$ cat src/rtl/fetch_pc_unit.sv
// Instruction-fetch / program-counter stage: owns PC, IR, ipc and the status flags,
// runs the instruction-memory read handshake and applies control-unit PC updates.
module fetch_pc_unit #(
  parameter int              PC_W     = 64,
  parameter logic [PC_W-1:0] RESET_PC = '0
) (
  input  logic            clock,
  input  logic            reset,
  input  logic            fetch_req,
  input  logic [1:0]      pc_sel,
  input  logic            br_wide,
  input  logic [31:0]     k,
  input  logic [PC_W-1:0] reg_target,
  input  logic            set_flags,
  input  logic [3:0]      status_in,
  output logic            mem_rd,
  output logic [PC_W-1:0] mem_addr,
  input  logic [31:0]     mem_data,
  input  logic            mem_ready,
  output logic            fetch_done,
  output logic            busy,
  output logic [31:0]     IR,
  output logic [PC_W-1:0] ipc,
  output logic [PC_W-1:0] pc,
  output logic [3:0]      status
);

  typedef enum logic [1:0] {IDLE, REQ, DONE} state_t;

  state_t state, state_next;

  // Offset is in words; the constant generator zero-extends k, so the sign bit
  // depends on which branch format is in use.
  function automatic logic [PC_W-1:0] rel_target(input logic [PC_W-1:0] base,
                                                 input logic [31:0]     off_k,
                                                 input logic            wide);
    logic signed [PC_W-1:0] off;
    if (wide)
      off = {{(PC_W-26){off_k[25]}}, off_k[25:0]};
    else
      off = {{(PC_W-19){off_k[18]}}, off_k[18:0]};
    return base + (off <<< 2);
  endfunction

  logic unused_bits;
  assign unused_bits = ^{k[31:26], reg_target[1:0]};

  always_ff @(posedge clock) begin
    if (reset)
      state <= IDLE;
    else
      state <= state_next;
  end

  always_comb begin
    state_next = state;
    case (state)
      IDLE:    if (fetch_req) state_next = REQ;
      REQ:     if (mem_ready) state_next = DONE;
      DONE:    state_next = IDLE;
      default: state_next = IDLE;
    endcase
  end

  assign mem_rd     = (state == REQ);
  assign fetch_done = (state == DONE);
  assign busy       = (state != IDLE);

  always_ff @(posedge clock) begin
    if (reset) begin
      pc       <= RESET_PC;
      ipc      <= RESET_PC;
      mem_addr <= RESET_PC;
      IR       <= '0;
    end else begin
      case (state)
        IDLE: begin
          // A fetch request takes precedence over any PC update this cycle.
          if (fetch_req) begin
            mem_addr <= pc;
          end else begin
            case (pc_sel)
              2'b01:   pc <= pc + PC_W'(4);
              2'b10:   pc <= rel_target(ipc, k, br_wide);
              2'b11:   pc <= {reg_target[PC_W-1:2], 2'b00};
              default: pc <= pc;
            endcase
          end
        end
        REQ: begin
          if (mem_ready) begin
            IR  <= mem_data;
            ipc <= mem_addr;
            pc  <= mem_addr + PC_W'(4);
          end
        end
        default: ;
      endcase
    end
  end

  always_ff @(posedge clock) begin
    if (reset)
      status <= '0;
    else if (set_flags)
      status <= status_in;
  end

endmodule

$ cat config.mk
export PLATFORM = sky130hd
export DESIGN_NAME = fetch_pc_unit
export DESIGN_NICKNAME = d
export VERILOG_FILES = /design/src/rtl/fetch_pc_unit.sv
export SDC_FILE = /design/constraint.sdc
export NUM_CORES = 1
export LEC_CHECK = 0
export CAP_MARGIN = 20
export CORE_MARGIN = 2
export CORE_UTILIZATION = 51
export DETAILED_ROUTE_END_ITERATION = 10
export PLACE_DENSITY = 0.79
export SYNTH_ARGS = -nofsm -noshare
export SYNTH_HDL_FRONTEND = slang
export SYNTH_SLANG_ARGS = --single-unit
$ cat constraint.sdc
create_clock -name clock -period 5.4 [get_ports clock]
set_input_delay 1.08 -clock clock [delete_from_list [all_inputs] [get_ports clock]]
set_output_delay 1.08 -clock clock [all_outputs]
set_load 0.05 [all_outputs]
==> key figures, run 1 <==
Status
  • Outcome: finished, final reports clean

Pwr
  • Sw frac: 33.0%
  • Part of the power in registers: 38.2%
  • Switch Pwr: 1.65 mW
  • Maximum VDD drop: 0.000291 V
  • Gate power share: 23.7%
  • Pwr dens: 244 nW/µm²
  • Clk pwr share: 38.1%
  • Leakage: 7.37 nW
  • Overall Power: 5.00 mW
  • P_int: 3.35 mW

Clock tree
  • Clock Latency Late Sink: 0.56 ns
  • H-tree depth: 1
  • Clk root buf: clkbuf_16
  • CTS buffer count: 27
  • CTS Hold Bufs: 0
  • Clk buf depth: 3
  • PostCTS Resize Cnt: 0
  • CTS clk-pin slew, worst paths: 0.06 ns
  • Number of post-CTS setup repair buffers: 0
  • Clk sinks: 230
  • CTS tree: yes

Worst hold path
  • Hold endpoint: IR[2]$_SDFFE_PP0P_
  • Hold Crit Start: IR[2]$_SDFFE_PP0P_
  • Hold Path Depth: 2
  • Type of the tightest min-delay check: reg -> reg

Worst setup path
  • CP Max Fanout: 18
  • CP arrival: 5.16 ns
  • Reg2reg start: mem_addr[19]$_SDFFE_PP0P_
  • R2r worst-path depth: 9
  • Reg-to-reg endpoint: pc[56]$_SDFFE_PP0P_
  • WS Path Type: in -> reg
  • R2R Setup Slk: 1.61 ns
  • Data required, critical path: 5.84 ns
  • Worst Setup Start Kind: input pin
  • Crit path capture type: flip-flop

Global routing
  • GRT Total Usage: 38.4%
  • Grt met2 use: 61.5%
  • Vias in the first global route: 17278
  • Largest net degree at the start of global routing: 68
  • GR peak layer: met2
  • First-pass GRT wire length: 99600 µm
  • GRT met1 Usage: 49.9%
  • Initial antenna violation count: 3
  • Gr ovfl total: 0
  • GR Layer Usage met3: 8.12%

Timing
  • Worst Tran Pin Value: 1.08 ns
  • Fin crit period: 4.72 ns
  • Max Slew Vio Count: 0
  • Sum Neg Setup Slack: 0 ns
  • RSZ-0062 raised after global routing: false
  • Max Freq: 212 MHz
  • Fin crit share: 87.4%
  • Worst slew margin: 28.0%
  • Fin Clk Skew: 0.0151 ns
  • Final Setup Violations: 0
  • Final Hold Viols: 0

Cells and area
  • Post-route design area: 20500 µm²
  • Share of post-route cells with drive strength above 1: 5.03%
  • Fill count: 2613
  • Area added between synthesis and finish: 30.1%
  • # nets final: 2676
  • Non-Filler Instances: 2884

Floorplan
  • Die Ht: 180 µm
  • Initial Util: 51.7%
  • I/O Pins: 371
  • Core box area: 30500 µm²
  • Row count: 64
  • Die Width: 180 µm
  • Die area: 32300 µm²

Logic synthesis
  • Post-synth EDFFs: 0
  • Synthesized net count: 2392
  • Synthesized area: 15800 µm²
  • Most used flip-flop cell after synthesis: dfxtp_1
  • Async SR Flop Fraction: 0%
  • Post-Syn Instances: 2186
  • Ys Warns: 0
  • Number of distinct library cells after synthesis: 82
  • Seq cells post-synth: 230
  • Sequential element share of the synthesized area: 29.2%
  • Mean Syn Cell Area: 7.21 µm²

Drt
  • Routed WL: 65000 µm
  • Residual DRC: 0
  • Post-route ant nets: 0
  • Via count: 18110
  • Initial DRT Pass Iterations: 8
  • WL/cell: 22.5 µm
  • Vias/cell: 6.28
  • Initial DRC Count: 2062

Placement
  • Placed cell areas: 19600 µm²
  • Input/output buffers: 362
  • DP HPWL: 47600 µm
  • Placed Instances: 2837
  • Final GP Congestion: 0.975

Job
  • Max Cap Viol: 0
==> worst max-delay path by stage <==
stage	from	to	slack [ns]	cells after the start
final	br_wide	pc[62]$_SDFFE_PP0P_	0.68	13
after global routing	br_wide	pc[62]$_SDFFE_PP0P_	0.50	13
after CTS	br_wide	pc[62]$_SDFFE_PP0P_	0.76	13
after detailed placement	br_wide	pc[62]$_SDFFE_PP0P_	0.19	13
after global placement	br_wide	pc[62]$_SDFFE_PP0P_	0.24	13
after floorplan	br_wide	pc[59]$_SDFFE_PP0P_	0.65	14
==> flip-flops by register name (all words and copies together), names as in the netlist <==
signal,cells
pc,64
IR,32
state,2
mem_addr,64
ipc,64
status,4
==> cell type report <==
cell class	instances	area (µm²)	share of cell area (%)
Clock inverter	7	119	0.580
Tap cell	396	495	2.42
Inverter	40	150	0.732
Antenna cell	1	2.50	0.0122
Timing Repair Buffer	398	3920	19.1
Clock buffer	39	801	3.91
Sequential cell	230	4600	22.5
Multi-Input combinational cell	1773	10400	50.8
==> power by group through the flow <==
stage / Combinational (mW) / Clock (mW) / Sequential (mW)
6_report: 1.19 / 1.91 / 1.91
5_1_grt: 1.25 / 1.98 / 1.92
4_1_cts: 1.17 / 1.92 / 1.90
3_5_place_dp: 1.16 / 0 / 1.94
3_3_place_gp: 1.15 / 0 / 1.93
2_1_floorplan: 0.496 / 0 / 2.14
==> logic make-up (layout without fill, tap and decap cells) <==
logic type / count (synthesis) / count (layout) / share of synthesized area [%]
AO/OA/AOI/OAI: 653 / 653 / 25.8
XOR/XNOR: 157 / 157 / 8.72
adder cells (fa/ha/maj): 66 / 66 / 5.29
buffers and inverters: 183 / 484 / 4.96
flip-flops: 230 / 230 / 29.2
multiplexers: 11 / 11 / 0.707
other: 0 / 1 / 0
AND/OR/NAND/NOR: 886 / 886 / 25.3
==> through the flow <==
| stage | hold WS [ns] | utilization [%] | setup WS, ns |
|---|---|---|---|
| CTS | 0.456 | 67.2 | 0.763 |
| global route | 0.475 | 67.2 | 0.500 |
| global placement | 0.441 | 64.1 | 0.236 |
| detailed placement | 0.448 | 64.2 | 0.187 |
| floorplan | 0.609 | - | 0.645 |
| finish | 0.454 | 67.2 | 0.680 |
==> synth_stat cells (13+ instances only) <==
| library cell | instances | share of area [%] |
|---|---|---|
| a21o_1 | 36 | 1.7 |
| nor3_1 | 30 | 0.95 |
| clkbuf_1 | 120 | 2.9 |
| nand3_1 | 77 | 2.4 |
| nor2_1 | 117 | 2.8 |
| nand2_1 | 495 | 12 |
| a211oi_1 | 20 | 0.95 |
| nand2b_1 | 14 | 0.56 |
| dfxtp_1 | 230 | 29 |
| ha_1 | 65 | 5.2 |
| a221oi_1 | 25 | 1.4 |
| o21bai_1 | 13 | 0.62 |
| o21ai_0 | 106 | 3.4 |
| a21oi_1 | 315 | 10 |
| and3_1 | 30 | 1.2 |
| o211ai_1 | 16 | 0.76 |
| nand4_1 | 42 | 1.7 |
| inv_1 | 38 | 0.90 |
| xnor2_1 | 85 | 4.7 |
| xor2_1 | 72 | 4.0 |
==> cell usage in the layout (no fill, tap or decap), drive strengths merged, types with 65 or more instances in the layout <==
cell type,n
nand2,495
xor2,72
ha,65
xnor2,85
a21oi,315
o21ai,111
dfxtp,230
clkdlybuf4s50,361
nor2,117
nand3,77
==> metal layers <==
layer | vias up | routed length (µm) | share of wire, %
met5 | - | 27 | 0.042
met4 | 4 | 3150 | 4.9
met3 | 198 | 6570 | 10
met2 | 1040 | 29300 | 45
met1 | 8543 | 26000 | 40
li1 | 8325 | - | -
==> critical path: stages <==
cell and delay [ns]:
clkdlybuf4s50_1 0.49, nand2b_1 0.23, nand2_1 0.36, buf_4 0.29
buf_4 0.21, ha_1 0.43, nand2_1 0.14, o21ai_0 0.40
nand2_1 0.18, a2111oi_0 0.70, o21ba_2 0.25, a221oi_1 0.30
o21ai_1 0.09
Power figures use the tool's default switching activity.
==> inputs of run 2 (changes only) <==
--- a/config.mk
+++ b/config.mk
@@ -10,6 +10,7 @@
 export CORE_UTILIZATION = 51
 export DETAILED_ROUTE_END_ITERATION = 10
 export PLACE_DENSITY = 0.79
+export REMOVE_ABC_BUFFERS = 1
 export SYNTH_ARGS = -nofsm -noshare
 export SYNTH_HDL_FRONTEND = slang
 export SYNTH_SLANG_ARGS = --single-unit
==> key figures, run 2 (synthesized netlist as in run 1, its figures left out) <==
Cells and area
  • Fill count: 2628 (+0.57%)
  • Share of post-route cells with drive strength above 1: 5.33% (+0.31 points)
  • Post-route design area: 20600 µm² (+0.35%)
  • Area added between synthesis and finish: 30.5%
  • # nets final: 2680 (+0.15%)
  • Most frequent cells in the layout: nand2_1 (493), clkdlybuf4s50_1 (361), a21oi_1 (315), dfxtp_1 (230), nor2_1 (114)
  • Most common cell after layout, fill and taps aside: nand2_1
  • Multi-input logic area: 10400 µm² (about the same)
  • Fin util: 67.4% (+0.23 points)
  • Leading registers by flop count: ipc x64, mem_addr x64, pc x64
  • Non-Filler Instances: 2892 (+0.28%)
  • Sequential cell area: 4600 µm² (unchanged)

Timing
  • Worst Tran Pin Value: 1.20 ns (+0.122 ns)
  • Fin crit period: 4.47 ns (-0.249 ns)
  • Max Slew Vio Count: 0 (unchanged)
  • Fin crit share: 82.8% (-4.6 points)
  • Post-route worst setup slack: 0.929 ns (+0.249 ns)
  • Max Freq: 224 MHz (+5.6%)
  • RSZ-0062 raised after global routing: false
  • Sum Neg Setup Slack: 0 ns (unchanged)
  • Fin Clk Skew: 0.0124 ns (-0.00272 ns)
  • Worst slew margin: 19.9% (-8.1 points)
  • Final Hold Viols: 0 (unchanged)
  • Final Setup Violations: 0 (unchanged)

Floorplan
  • Die Ht: 180 µm (unchanged)
  • Die Width: 180 µm (unchanged)
  • Initial Util: 51.7% (unchanged)
  • I/O Pins: 371 (unchanged)
  • Row count: 64 (unchanged)
  • Core box area: 30500 µm² (unchanged)
  • Die area: 32300 µm² (unchanged)

Worst setup path
  • WS Path Type: in -> reg
  • Reg2reg start: pc[12]$_SDFFE_PP0P_
  • Data required, critical path: 5.85 ns (about the same)
  • R2r worst-path depth: 9 (unchanged)
  • Worst Setup Start Kind: input pin
  • Crit path capture type: flip-flop
  • CP Max Fanout: 8 (-10)
  • R2R Setup Slk: 1.62 ns (about the same)
  • Reg-to-reg endpoint: pc[43]$_SDFFE_PP0P_
  • CP arrival: 4.92 ns (-0.24 ns)

Job
  • Max Cap Viol: 0 (unchanged)

Drt
  • Via count: 18152 (+0.23%)
  • Vias/cell: 6.28 (about the same)
  • Residual DRC: 0 (unchanged)
  • Initial DRC Count: 1732 (-16%)
  • Post-route ant nets: 0 (unchanged)
  • WL/cell: 22.0 µm (-2.3%)
  • Routed WL: 63700 µm (-2.0%)
  • Initial DRT Pass Iterations: 6 (-2)

Clock tree
  • H-tree depth: 1 (unchanged)
  • PostCTS Resize Cnt: 0 (unchanged)
  • Clk sinks: 230 (unchanged)
  • Number of post-CTS setup repair buffers: 0 (unchanged)
  • CTS Hold Bufs: 0 (unchanged)
  • Clock Latency Late Sink: 0.57 ns (about the same)
  • CTS buffer count: 27 (unchanged)
  • CTS tree: yes
  • CTS clk-pin slew, worst paths: 0.06 ns (about the same)
  • Clk buf depth: 3 (unchanged)
  • Clk root buf: clkbuf_16

Worst hold path
  • Type of the tightest min-delay check: reg -> reg
  • Hold endpoint: IR[2]$_SDFFE_PP0P_
  • Hold Crit Start: IR[2]$_SDFFE_PP0P_
  • Hold Path Depth: 2 (unchanged)

Placement
  • Placed Instances: 2841 (+0.14%)
  • Input/output buffers: 362 (unchanged)
  • Placed cell areas: 19600 µm² (+0.15%)
  • Pre-CTS WS: 0.364 ns (+0.177 ns)
  • DP HPWL: 45600 µm (-4.2%)
  • Final GP Congestion: 0.973 (-0.18%)

Status
  • Outcome: finished, final reports clean

Global routing
  • Largest net degree at the start of global routing: 76 (+12%)
  • Initial antenna violation count: 2 (-1)
  • First-pass GRT wire length: 97800 µm (-1.9%)
  • Gr ovfl total: 0 (unchanged)
  • Vias in the first global route: 17470 (+1.1%)
  • GRT Total Usage: 37.4% (-1.1 points)

Pwr
  • Maximum VDD drop: 0.000272 V (-6.3%)
  • Leakage: 7.40 nW (+0.47%)
  • Pwr dens: 247 nW/µm² (+1.3%)
[run 2: cell types whose count changed in the layout (fill, tap and decap cells not counted), moves of 2 or more]
| cell | change |
|---|---|
| buf_4 | +3 |
| clkinv_2 | +3 |
| buf_12 | +2 |
| clkbuf_8 | -3 |
[run 2: critical path: stages]
cell	delay [ns]
clkdlybuf4s50_1	0.63
nand2b_1	0.27
nand2_1	0.17
ha_1	0.40
nand3_1	0.13
nor3_1	0.36
nand4_1	0.15
a31oi_1	0.46
nor2_1	0.21
a21o_1	0.27
o41ai_1	0.45
xnor2_1	0.21
o21ai_0	0.12
[run 2: per-layer routing]
metal	up-vias	share of wire [%]	global-route usage [%]
met5	-	0.020	0
met4	2	4.7	16.8
met3	192	11	8.95
met2	1046	45	60.8
met1	8587	39	47.0
li1	8325	-	-
[run 2: through the flow]
stage               hold WS (ns)  power [mW]
floorplan                  0.609        2.58
global placement           0.441        3.08
detailed placement         0.447        3.09
CTS                        0.456        5.07
global route               0.472        5.22
finish                     0.452        5.08
[run 2: worst max-delay path by stage]
stage,startpoint,to,slack (ns)
3_3_place_gp,br_wide,pc[51]$_SDFFE_PP0P_,0.40
2_1_floorplan,pc_sel[0],pc[57]$_SDFFE_PP0P_,-2.19
4_1_cts,br_wide,pc[51]$_SDFFE_PP0P_,0.94
5_1_grt,br_wide,pc[51]$_SDFFE_PP0P_,0.60
6_report,br_wide,pc[54]$_SDFFE_PP0P_,0.93
3_5_place_dp,br_wide,pc[51]$_SDFFE_PP0P_,0.36
[run 2: power breakdown]
| group | switching [mW] | internal, mW |
|---|---|---|
| clock network | 0.806 | 1.19 |
| logic | 0.766 | 0.422 |
| registers | 0.130 | 1.77 |
[run 2: cell type report]
class / instances / share of cell area [%]
diodes: 2 / 0.0243
clock buffers: 35 / 3.67
clock inverters: 14 / 0.985
inverters: 40 / 0.730
multi-input cells: 1773 / 50.6
flip-flops and latches: 230 / 22.4
well taps: 396 / 2.41
repair buffers: 402 / 19.2
